**config.mk**
```make
export PLATFORM = sky130hd
export DESIGN_NAME = layer_x_stream_tx
export DESIGN_NICKNAME = d
export VERILOG_FILES = /design/src/rtl/layer_x_stream_tx.sv
export SDC_FILE = /design/constraint.sdc
export NUM_CORES = 1
export LEC_CHECK = 0
export BUFFER_PORTS_ARGS = -buffer_cell sky130_fd_sc_hd__clkbuf_2
export CAP_MARGIN = 20
export CELL_PAD_IN_SITES_DETAIL_PLACEMENT = 1
export CELL_PAD_IN_SITES_GLOBAL_PLACEMENT = 1
export CORE_MARGIN = 1
export CORE_UTILIZATION = 48
export DETAILED_ROUTE_END_ITERATION = 10
export HOLD_SLACK_MARGIN = 0.03
export PLACE_DENSITY_LB_ADDON = 0.1
export SYNTH_ARGS = -nofsm -noshare
export SYNTH_HDL_FRONTEND = slang
export SYNTH_SLANG_ARGS = --single-unit
```
**constraint.sdc**
```tcl
create_clock -name clk -period 2.8 [get_ports clk]
set_input_delay 0.84 -clock clk [delete_from_list [all_inputs] [get_ports clk]]
set_output_delay 0.84 -clock clk [all_outputs]
set_load 0.05 [all_outputs]
```
**src/rtl/layer_x_stream_tx.sv**
```systemverilog
// Vector buffer that loads LENX words from a stream and sends them toward layer x.
// Optional replay of the stored vector is enabled by defining LAYER_X_STREAM_TX_REPLAY_EN.
module layer_x_stream_tx #(
    parameter int WIDTH = 16,
    parameter int LENX  = 24,
    parameter int ADDRX = 5
) (
    input  logic                    clk,
    input  logic                    reset,
    input  logic signed [WIDTH-1:0] s_data_in,
    input  logic                    s_valid,
    output logic                    s_ready,
    output logic signed [WIDTH-1:0] m_data_out_x,
    output logic                    m_valid_x,
    input  logic                    m_ready_x,
    input  logic                    replay,
    output logic                    done
);

    typedef enum logic [1:0] {
        IDLE = 2'd0,
        LOAD = 2'd1,
        SEND = 2'd2,
        WAIT = 2'd3
    } state_t;

    localparam logic [ADDRX-1:0] LAST_IDX = ADDRX'(LENX - 1);

    state_t                  state_reg, state_next;
    logic [ADDRX-1:0]        wcnt_reg, wcnt_next;
    logic [ADDRX-1:0]        rcnt_reg, rcnt_next;
    logic [ADDRX-1:0]        rd_addr;
    logic                    rd_en;
    logic                    done_next;
    logic signed [WIDTH-1:0] data_reg;
    logic                    valid_reg;
    logic                    ready_reg;
    logic                    done_reg;
    logic                    load_fire;
    logic                    send_fire;
    logic                    replay_go;
    logic                    fwd_hit;

    logic signed [WIDTH-1:0] buffer [0:LENX-1];

    assign load_fire = s_valid && ready_reg && (state_reg == LOAD);
    assign send_fire = valid_reg && m_ready_x;

`ifdef LAYER_X_STREAM_TX_REPLAY_EN
    assign replay_go = (state_reg == WAIT) && replay;
`else
    // replay has no effect in this build
    assign replay_go = replay && 1'b0;
`endif

    always_comb begin
        state_next = state_reg;
        wcnt_next  = wcnt_reg;
        rcnt_next  = rcnt_reg;
        rd_addr    = rcnt_reg;
        rd_en      = 1'b0;
        done_next  = 1'b0;
        case (state_reg)
            IDLE: state_next = LOAD;
            LOAD: begin
                if (load_fire) begin
                    if (wcnt_reg == LAST_IDX) begin
                        // prefetch word 0 so valid rises the cycle SEND is entered
                        state_next = SEND;
                        wcnt_next  = '0;
                        rcnt_next  = '0;
                        rd_addr    = '0;
                        rd_en      = 1'b1;
                    end else begin
                        wcnt_next = wcnt_reg + ADDRX'(1);
                    end
                end
            end
            SEND: begin
                rd_en = 1'b1;
                if (send_fire) begin
                    if (rcnt_reg == LAST_IDX) begin
                        state_next = WAIT;
                        rcnt_next  = '0;
                        rd_en      = 1'b0;
                        done_next  = 1'b1;
                    end else begin
                        rcnt_next = rcnt_reg + ADDRX'(1);
                        rd_addr   = rcnt_reg + ADDRX'(1);
                    end
                end
            end
            WAIT: begin
                if (replay_go) begin
                    state_next = SEND;
                    rcnt_next  = '0;
                    rd_addr    = '0;
                    rd_en      = 1'b1;
                end else begin
                    state_next = LOAD;
                end
            end
            default: state_next = LOAD;
        endcase
    end

    // Read-during-write on the same address (only possible when LENX is 1) takes the new word.
    assign fwd_hit = load_fire && (wcnt_reg == rd_addr);

    always_ff @(posedge clk) begin
        if (load_fire) begin
            buffer[wcnt_reg] <= s_data_in;
        end
    end

    always_ff @(posedge clk or negedge reset) begin
        if (!reset) begin
            state_reg <= LOAD;
            wcnt_reg  <= '0;
            rcnt_reg  <= '0;
            data_reg  <= '0;
            valid_reg <= 1'b0;
            ready_reg <= 1'b0;
            done_reg  <= 1'b0;
        end else begin
            state_reg <= state_next;
            wcnt_reg  <= wcnt_next;
            rcnt_reg  <= rcnt_next;
            valid_reg <= (state_next == SEND);
            ready_reg <= (state_next == LOAD);
            done_reg  <= done_next;
            if (rd_en) begin
                data_reg <= fwd_hit ? s_data_in : buffer[rd_addr];
            end
        end
    end

    assign s_ready      = ready_reg;
    assign m_valid_x    = valid_reg;
    assign m_data_out_x = data_reg;
    assign done         = done_reg;

endmodule

```
==> impl_metrics.yaml, run 1 <==
yosys:
  synth_xor_area_frac: 0.00150
  ys_seq_area_frac: 0.701
  syn_nets: 1256
  yosys_warnings: 0
  netlist_area_um2: 17600
  yosys.area_share.simple: 0.0571
  synth_compound_area_frac: 0.129
  async_flop_share: 0.0747
  synthMuxAreaShare: 0.0559
  synthDistinctLibCells: 57
  synth_top_family_by_area: "compound AO/OA/AOI/OAI gates"
  synthFlopType: "edfxtp_1"
  synthAdderAreaFrac: 0.00641
  synth_seq_cells: 415
  syn_inst: 1226
  synth_edf_count: 384
  avgSynthCellArea_um2: 14.3
cells_and_area:
  largest_register_ffs: 384
  fin_util: 0.606
  layout_common_cells: "edfxtp_1, inv_1, mux2i_1, buf_4, a211oi_1"
  drive_gt1_frac: 0.251
  regMostFlops: "buffer"
  nets: 1409
  area.growth.synth_to_final_pct: 23.6
  fin_cells: 1878
  final_common_cell: "edfxtp_1"
  design_area_um2: 21700
outcome:
  violations: "setup timing"
  outcome: "complete, but fails checks"
worst_setup_path:
  cp_data_arrival_time_ns: 3.44
  crit_path_end_kind: "flip-flop"
  reg2reg_depth: 13
  worst-path-max-fanout: 14
  crit_path_start_kind: "flip-flop"
  required_ns: 3.25
  crit_type: "flip-flop to flip-flop"
  reg2reg_from: "rcnt_reg[0]$_DFFE_PN0P_"
  r2r-end: "m_data_out_x[7]$_DFFE_PN0P_"
  r2r_slack_ns: -0.19
flow_run:
  maxCapViolations: 0
die:
  num_io_pins: 40
  die_area_um2: 37400
  placementRows: 69
  die_x_um: 193
  fp.dieH_um: 193
  start_util: 0.490
  core-area_um2: 35800
clocking:
  cts_root_buffer: "clkbuf_16"
  clock-sinks: 415
  cts_tree: "yes"
  ctsHtreeMaxLevel: 2
  numCtsBuffers: 43
  insertion_delay_ns: 0.55
  cts_max_path_buffers: 3
  path_clk_slew_ns: 0.06
global_route:
  grt_max_degree: 46
  overflow: 0
  grt_pass1_vias: 11600
  grt_pass1_wl_mm: 73.5
  gr-usage-all-layers: 0.265
  antenna_found_initial: 1
timing:
  tightest_slew_ns: 0.973
  slew_viol_final: 0
  fmax_mhz: 334
  maxSlewHeadroom: 0.351
  layout_setup_ws_ns: -0.193
  finalSetupViolCount: 15
  finalCritPeriodShare: 1.07
  period_needed_ns: 2.99
  skew_ns: 0.0171
  finalHoldViolations: 0
  rsz0062_at_grt: "true"
worst_hold_path:
  min_path_type: "input port to async pin"
routing:
  wl_mm: 50.4
  routed_via_density: 6.12
  drtIter0Drc: 714
  wl_per_cell_um: 26.8
  first_pass_iters: 5
  drc_errors: 0
  ant_nets: 0
  vias: 11500
placement:
  dp.cells: 1765
  gp_congestion: 0.788
  io_buffers: 38
  dp_hpwl_mm: 29.0
  dpl_cell_area_um2: 19600
power:
  p_leak_uw: 0.00855
  power_density_nw_per_um2: 738
  vdd_drop_max_v: 0.000737
layout make-up:
cell class,instances,area [µm²]
Fill cell,3263,14100
Sequential cell,415,12300
Multi-Input combinational cell,611,4900
Timing Repair Buffer,206,2210
Clock buffer,60,1190
Tap cell,461,577
Inverter,102,383
Clock inverter,19,141
Antenna cell,4,10.0
Yosys cell counts, types with 2 or more instances:
| cell | count | area, µm² |
|---|---|---|
| xnor2_1 | 2 | 17.5 |
| or2_2 | 2 | 12.5 |
| edfxtp_1 | 384 | 11500 |
| a21o_1 | 2 | 15.0 |
| inv_1 | 102 | 383 |
| or3_1 | 2 | 12.5 |
| o21ai_0 | 11 | 55.1 |
| and2_1 | 3 | 18.8 |
| nand2_1 | 28 | 105 |
| a211oi_1 | 93 | 698 |
| mux2i_1 | 97 | 971 |
| a31oi_1 | 98 | 613 |
| nand4b_1 | 28 | 245 |
| buf_6 | 7 | 78.8 |
| nand4_1 | 19 | 119 |
| and3_1 | 8 | 50.1 |
| buf_2 | 25 | 125 |
| dfrtp_1 | 30 | 751 |
| buf_4 | 8 | 60.1 |
| o21bai_1 | 45 | 338 |
| o211ai_1 | 14 | 105 |
| ha_1 | 9 | 113 |
| clkbuf_1 | 54 | 203 |
| nand3b_1 | 2 | 15.0 |
| nor2_1 | 46 | 173 |
| o41ai_1 | 2 | 17.5 |
| or3b_2 | 2 | 17.5 |
| o22ai_1 | 16 | 100 |
| buf_1 | 3 | 11.3 |
| nand3_1 | 34 | 170 |
| a221oi_1 | 15 | 131 |
| a21oi_1 | 10 | 50.1 |
worst max-delay path, cell delays in order, from the launching register on:
cell      delay [ns]
dfrtp_1         0.40
ha_4            0.16
nand4b_4        0.12
ha_4            0.30
nor4bb_4        0.04
o21ai_4         0.26
and3_4          0.28
buf_6           0.14
buf_12          0.15
buf_4           0.13
a211oi_1        0.06
o21bai_1        0.18
nand4_1         0.30
a221oi_2        0.34
routing by layer:
| metal | GRT usage | share of wire | up-vias |
|---|---|---|---|
| li1 | - | - | 5110 |
| met1 | 0.364 | 0.43 | 5966 |
| met2 | 0.445 | 0.50 | 328 |
| met3 | 0.0356 | 0.051 | 88 |
| met4 | 0.0761 | 0.024 | 0 |
| met5 | 0 | 0 | - |
power by group:
group | switching, µW | total, µW | internal [µW]
logic | 1970 | 3460 | 1490
registers | 123 | 7100 | 6980
clock network | 2320 | 5470 | 3160
kinds of logic (layout without fill, tap and decap cells):
group / after synthesis / after routing
flip-flops: 415 / 415
AO/OA/AOI/OAI: 320 / 320
buffers and inverters: 200 / 387
AND/OR/NAND/NOR: 181 / 181
multiplexers: 98 / 98
adder cells (fa/ha/maj): 9 / 9
XOR/XNOR: 3 / 3
other: 0 / 4
how the worst max path moves through the flow:
| stage | start | cells after the start | slack [ns] | to |
|---|---|---|---|---|
| final | rcnt_reg[0]$_DFFE_PN0P_ | 13 | -0.19 | m_data_out_x[7]$_DFFE_PN0P_ |
| after global routing | rcnt_reg[0]$_DFFE_PN0P_ | 14 | -0.29 | m_data_out_x[0]$_DFFE_PN0P_ |
| after CTS | state_reg[0]$_DFF_PN1_ | 10 | -0.13 | m_data_out_x[9]$_DFFE_PN0P_ |
| after detailed placement | state_reg[0]$_DFF_PN1_ | 10 | -0.48 | m_data_out_x[5]$_DFFE_PN0P_ |
| after global placement | state_reg[0]$_DFF_PN1_ | 10 | -0.39 | m_data_out_x[7]$_DFFE_PN0P_ |
| after floorplan | rcnt_reg[1]$_DFFE_PN0P_ | 12 | 0.03 | m_data_out_x[10]$_DFFE_PN0P_ |
per-stage QoR:
step | hold WS [ns] | setup TNS, ns | setup WS (ns) | power (µW)
after detailed placement | 0.515 | -5.97 | -0.477 | 10100
after global placement | 0.509 | -4.98 | -0.393 | 10000
final | 0.442 | -1.58 | -0.193 | 16000
after CTS | 0.450 | -1.48 | -0.126 | 15700
after global routing | 0.479 | -3.54 | -0.291 | 16500
after floorplan | 0.533 | 0 | 0.0295 | 8960
repair_timing:
| item | 4_1_cts | 5_1_grt |
|---|---|---|
| cloned | 2 | 4 |
| setup buffers | 4 | 22 |
| hold buffers | 0 | 0 |
| gates resized for setup | 32 | 63 |
| endpoints found under the setup margin | 16 | 16 |
| pin swaps | 21 | 46 |
(Power assumes the default switching activity.)
==> inputs of run 2 (changes only) <==
Settings changed: CORE_UTILIZATION 48 to 25.
==> run 2 against run 1 <==
The run still ends with setup timing left. Non-clock buffer count grew 57. Design area up 7.2%. Maximum frequency rose by 0.93%. Flip-flop and latch count is the same. First-iteration DRC count shrank 19%. Register-to-register slack gained 0.03 ns. Die area increased by 91%. Power up 8.0%. Sequential power about the same.
==> impl_metrics.yaml, run 2 (synthesis gave the netlist of run 1 again) <==
worst_setup_path:
  r2r_slack_ns: -0.17
  r2r-end: "m_data_out_x[3]$_DFFE_PN0P_"
  crit_type: "flip-flop to flip-flop"
  reg2reg_depth: 12
  reg2reg_from: "state_reg[0]$_DFF_PN1_"
  worstPathCellList: "buf_6, ha_4, nand4_1, buf_4, o22a_4, a211oi_4, a311o_2, buf_12, buf_6, o21bai_1, nand4_1, a221oi_2"
  worst-path-max-fanout: 5
  cp-endpoint: "m_data_out_x[3]$_DFFE_PN0P_"
  crit_path_start_kind: "flip-flop"
  crit_path_end_kind: "flip-flop"
  cp_data_arrival_time_ns: 3.46
  required_ns: 3.29
  crit_start: "state_reg[0]$_DFF_PN1_"
  slowest_delay_ns: 0.54
  crit_slowest_cell: "dfstp_2"
die:
  core-area_um2: 69100
  placementRows: 96
  num_io_pins: 40
  die_area_um2: 71300
  fp.dieH_um: 267
  die_x_um: 267
  start_util: 0.254
routing:
  ant_nets: 0
  routed_via_density: 4.74
  vias: 11400
  drtIter0Drc: 578
  drc_errors: 0
  wl_mm: 58.8
  wl_per_cell_um: 24.4
  first_pass_iters: 5
clocking:
  cts_tree: "yes"
  path_clk_slew_ns: 0.06
  numCtsBuffers: 48
  cts_root_buffer: "clkbuf_16"
  cts_max_path_buffers: 3
  insertion_delay_ns: 0.58
  ctsHtreeMaxLevel: 2
  clock-sinks: 415
  holdBufCountCts: 0
global_route:
  antenna_found_initial: 3
  top_usage_layer: "met2"
  grt_pass1_vias: 12300
  grt_pass1_wl_mm: 85.5
  use_met2: 0.287
  grtUsageMet1: 0.220
  overflow: 0
  grt_max_degree: 33
  gr-usage-met3: 0.0194
  gr-usage-all-layers: 0.166
placement:
  dpl_cell_area_um2: 20600
  io_buffers: 38
  dp.cells: 2277
  dpl_worst_slack_ns: -0.540
  gp_congestion: 0.756
  dp_hpwl_mm: 34.8
power:
  vdd_drop_max_v: 0.000415
  share_comb_of_total_power: 0.240
  power.switching_uw: 4860
  p_leak_uw: 0.00904
  swShare: 0.281
  internal-power_uw: 12500
  p_clk_frac: 0.351
  p_seq_frac: 0.409
  power_density_nw_per_um2: 744
timing:
  fmax_mhz: 337
  finalHoldViolations: 0
  finalCritPeriodShare: 1.06
  layout_setup_ws_ns: -0.165
  slew_viol_final: 0
  whs_ns: 0.317
  period_needed_ns: 2.97
  maxSlewHeadroom: 0.566
  finalSetupViolCount: 16
  rsz0062_at_grt: "true"
  tightest_slew_ns: 0.650
  skew_ns: 0.0264
cells_and_area:
  nets: 1471
  layout_common_cells: "edfxtp_1, buf_4, inv_1, a31oi_1, mux2i_1"
  largest_register_ffs: 384
  fin_util: 0.337
  design_area_um2: 23300
  final_common_cell: "edfxtp_1"
  nFillCells: 7189
  drive_gt1_frac: 0.287
  fin_cells: 2412
  area.growth.synth_to_final_pct: 32.5
  regMostFlops: "buffer"
  antennaDiodeCount: 0
outcome:
  violations: "setup timing"
  outcome: "complete, but fails checks"
worst_hold_path:
  min_path_type: "input port to async pin"
flow_run:
  maxCapViolations: 0
-- run 2: cell types whose count changed in the layout (fill, tap and decap cells not counted), sizes merged --
cell      delta
bufbuf       +1
clkinv       +4
diode        -4
clkinvlp     +1
clkbuf       +9
buf         +53
-- run 2: how the worst min path moves through the flow --
stage                                       startpoint                            to  cells after the start
after CTS                                        reset             s_ready$_DFF_PN0_                      2
after floorplan                rcnt_reg[4]$_DFFE_PN0P_       rcnt_reg[4]$_DFFE_PN0P_                      1
final                                            reset             s_ready$_DFF_PN0_                      2
after global placement    m_data_out_x[11]$_DFFE_PN0P_  m_data_out_x[11]$_DFFE_PN0P_                      2
after global routing                             reset             s_ready$_DFF_PN0_                      2
after detailed placement  m_data_out_x[11]$_DFFE_PN0P_  m_data_out_x[11]$_DFFE_PN0P_                      2
-- run 2: area by class of cell --
type	count	area, µm²	area share
clock inverters	24	171	0.00736
clock buffers	66	1340	0.0576
multi-input cells	611	4880	0.210
well taps	931	1160	0.0500
repair buffers	263	3030	0.130
inverters	102	383	0.0164
flip-flops and latches	415	12300	0.529
-- run 2: power by group through the flow --
| stage | combinational [µW] | clock, µW | sequential (µW) |
|---|---|---|---|
| finish | 4160 | 6070 | 7080 |
| global route | 4440 | 6510 | 7100 |
| CTS | 3830 | 6290 | 7090 |
| detailed placement | 3300 | 0 | 7200 |
| global placement | 3260 | 0 | 7200 |
| floorplan | 1640 | 0 | 7310 |
-- run 2: metal layers --
metal  part of all wire  vias to the layer above
met5                  0                        -
met4              0.020                        0
met3              0.032                       72
met2               0.49                      165
met1               0.46                     5962
li1                   -                     5238
-- run 2: through the flow --
stage,TNS (ns),total power [µW]
floorplan,0,8960
finish,-1.73,17300
global route,-3.99,18100
CTS,-2.25,17200
global placement,-6.14,10500
detailed placement,-7.21,10500
-- run 2: repair_timing --
action                     CTS  global route
pin swaps                   25            39
gates cloned                 7             6
setup endpoints to repair   16            16
setup buffers               15            19
gates resized for setup     59            42
-- run 2: worst max-delay path, delay by kind of cell, from the launching register on --
kind,cells,cell delay (ns)
flip-flops,1,0.54
AO/OA/AOI/OAI,5,1.17
AND/OR/NAND/NOR,2,0.46
buffers and inverters,4,0.57
adder cells (fa/ha/maj),1,0.12
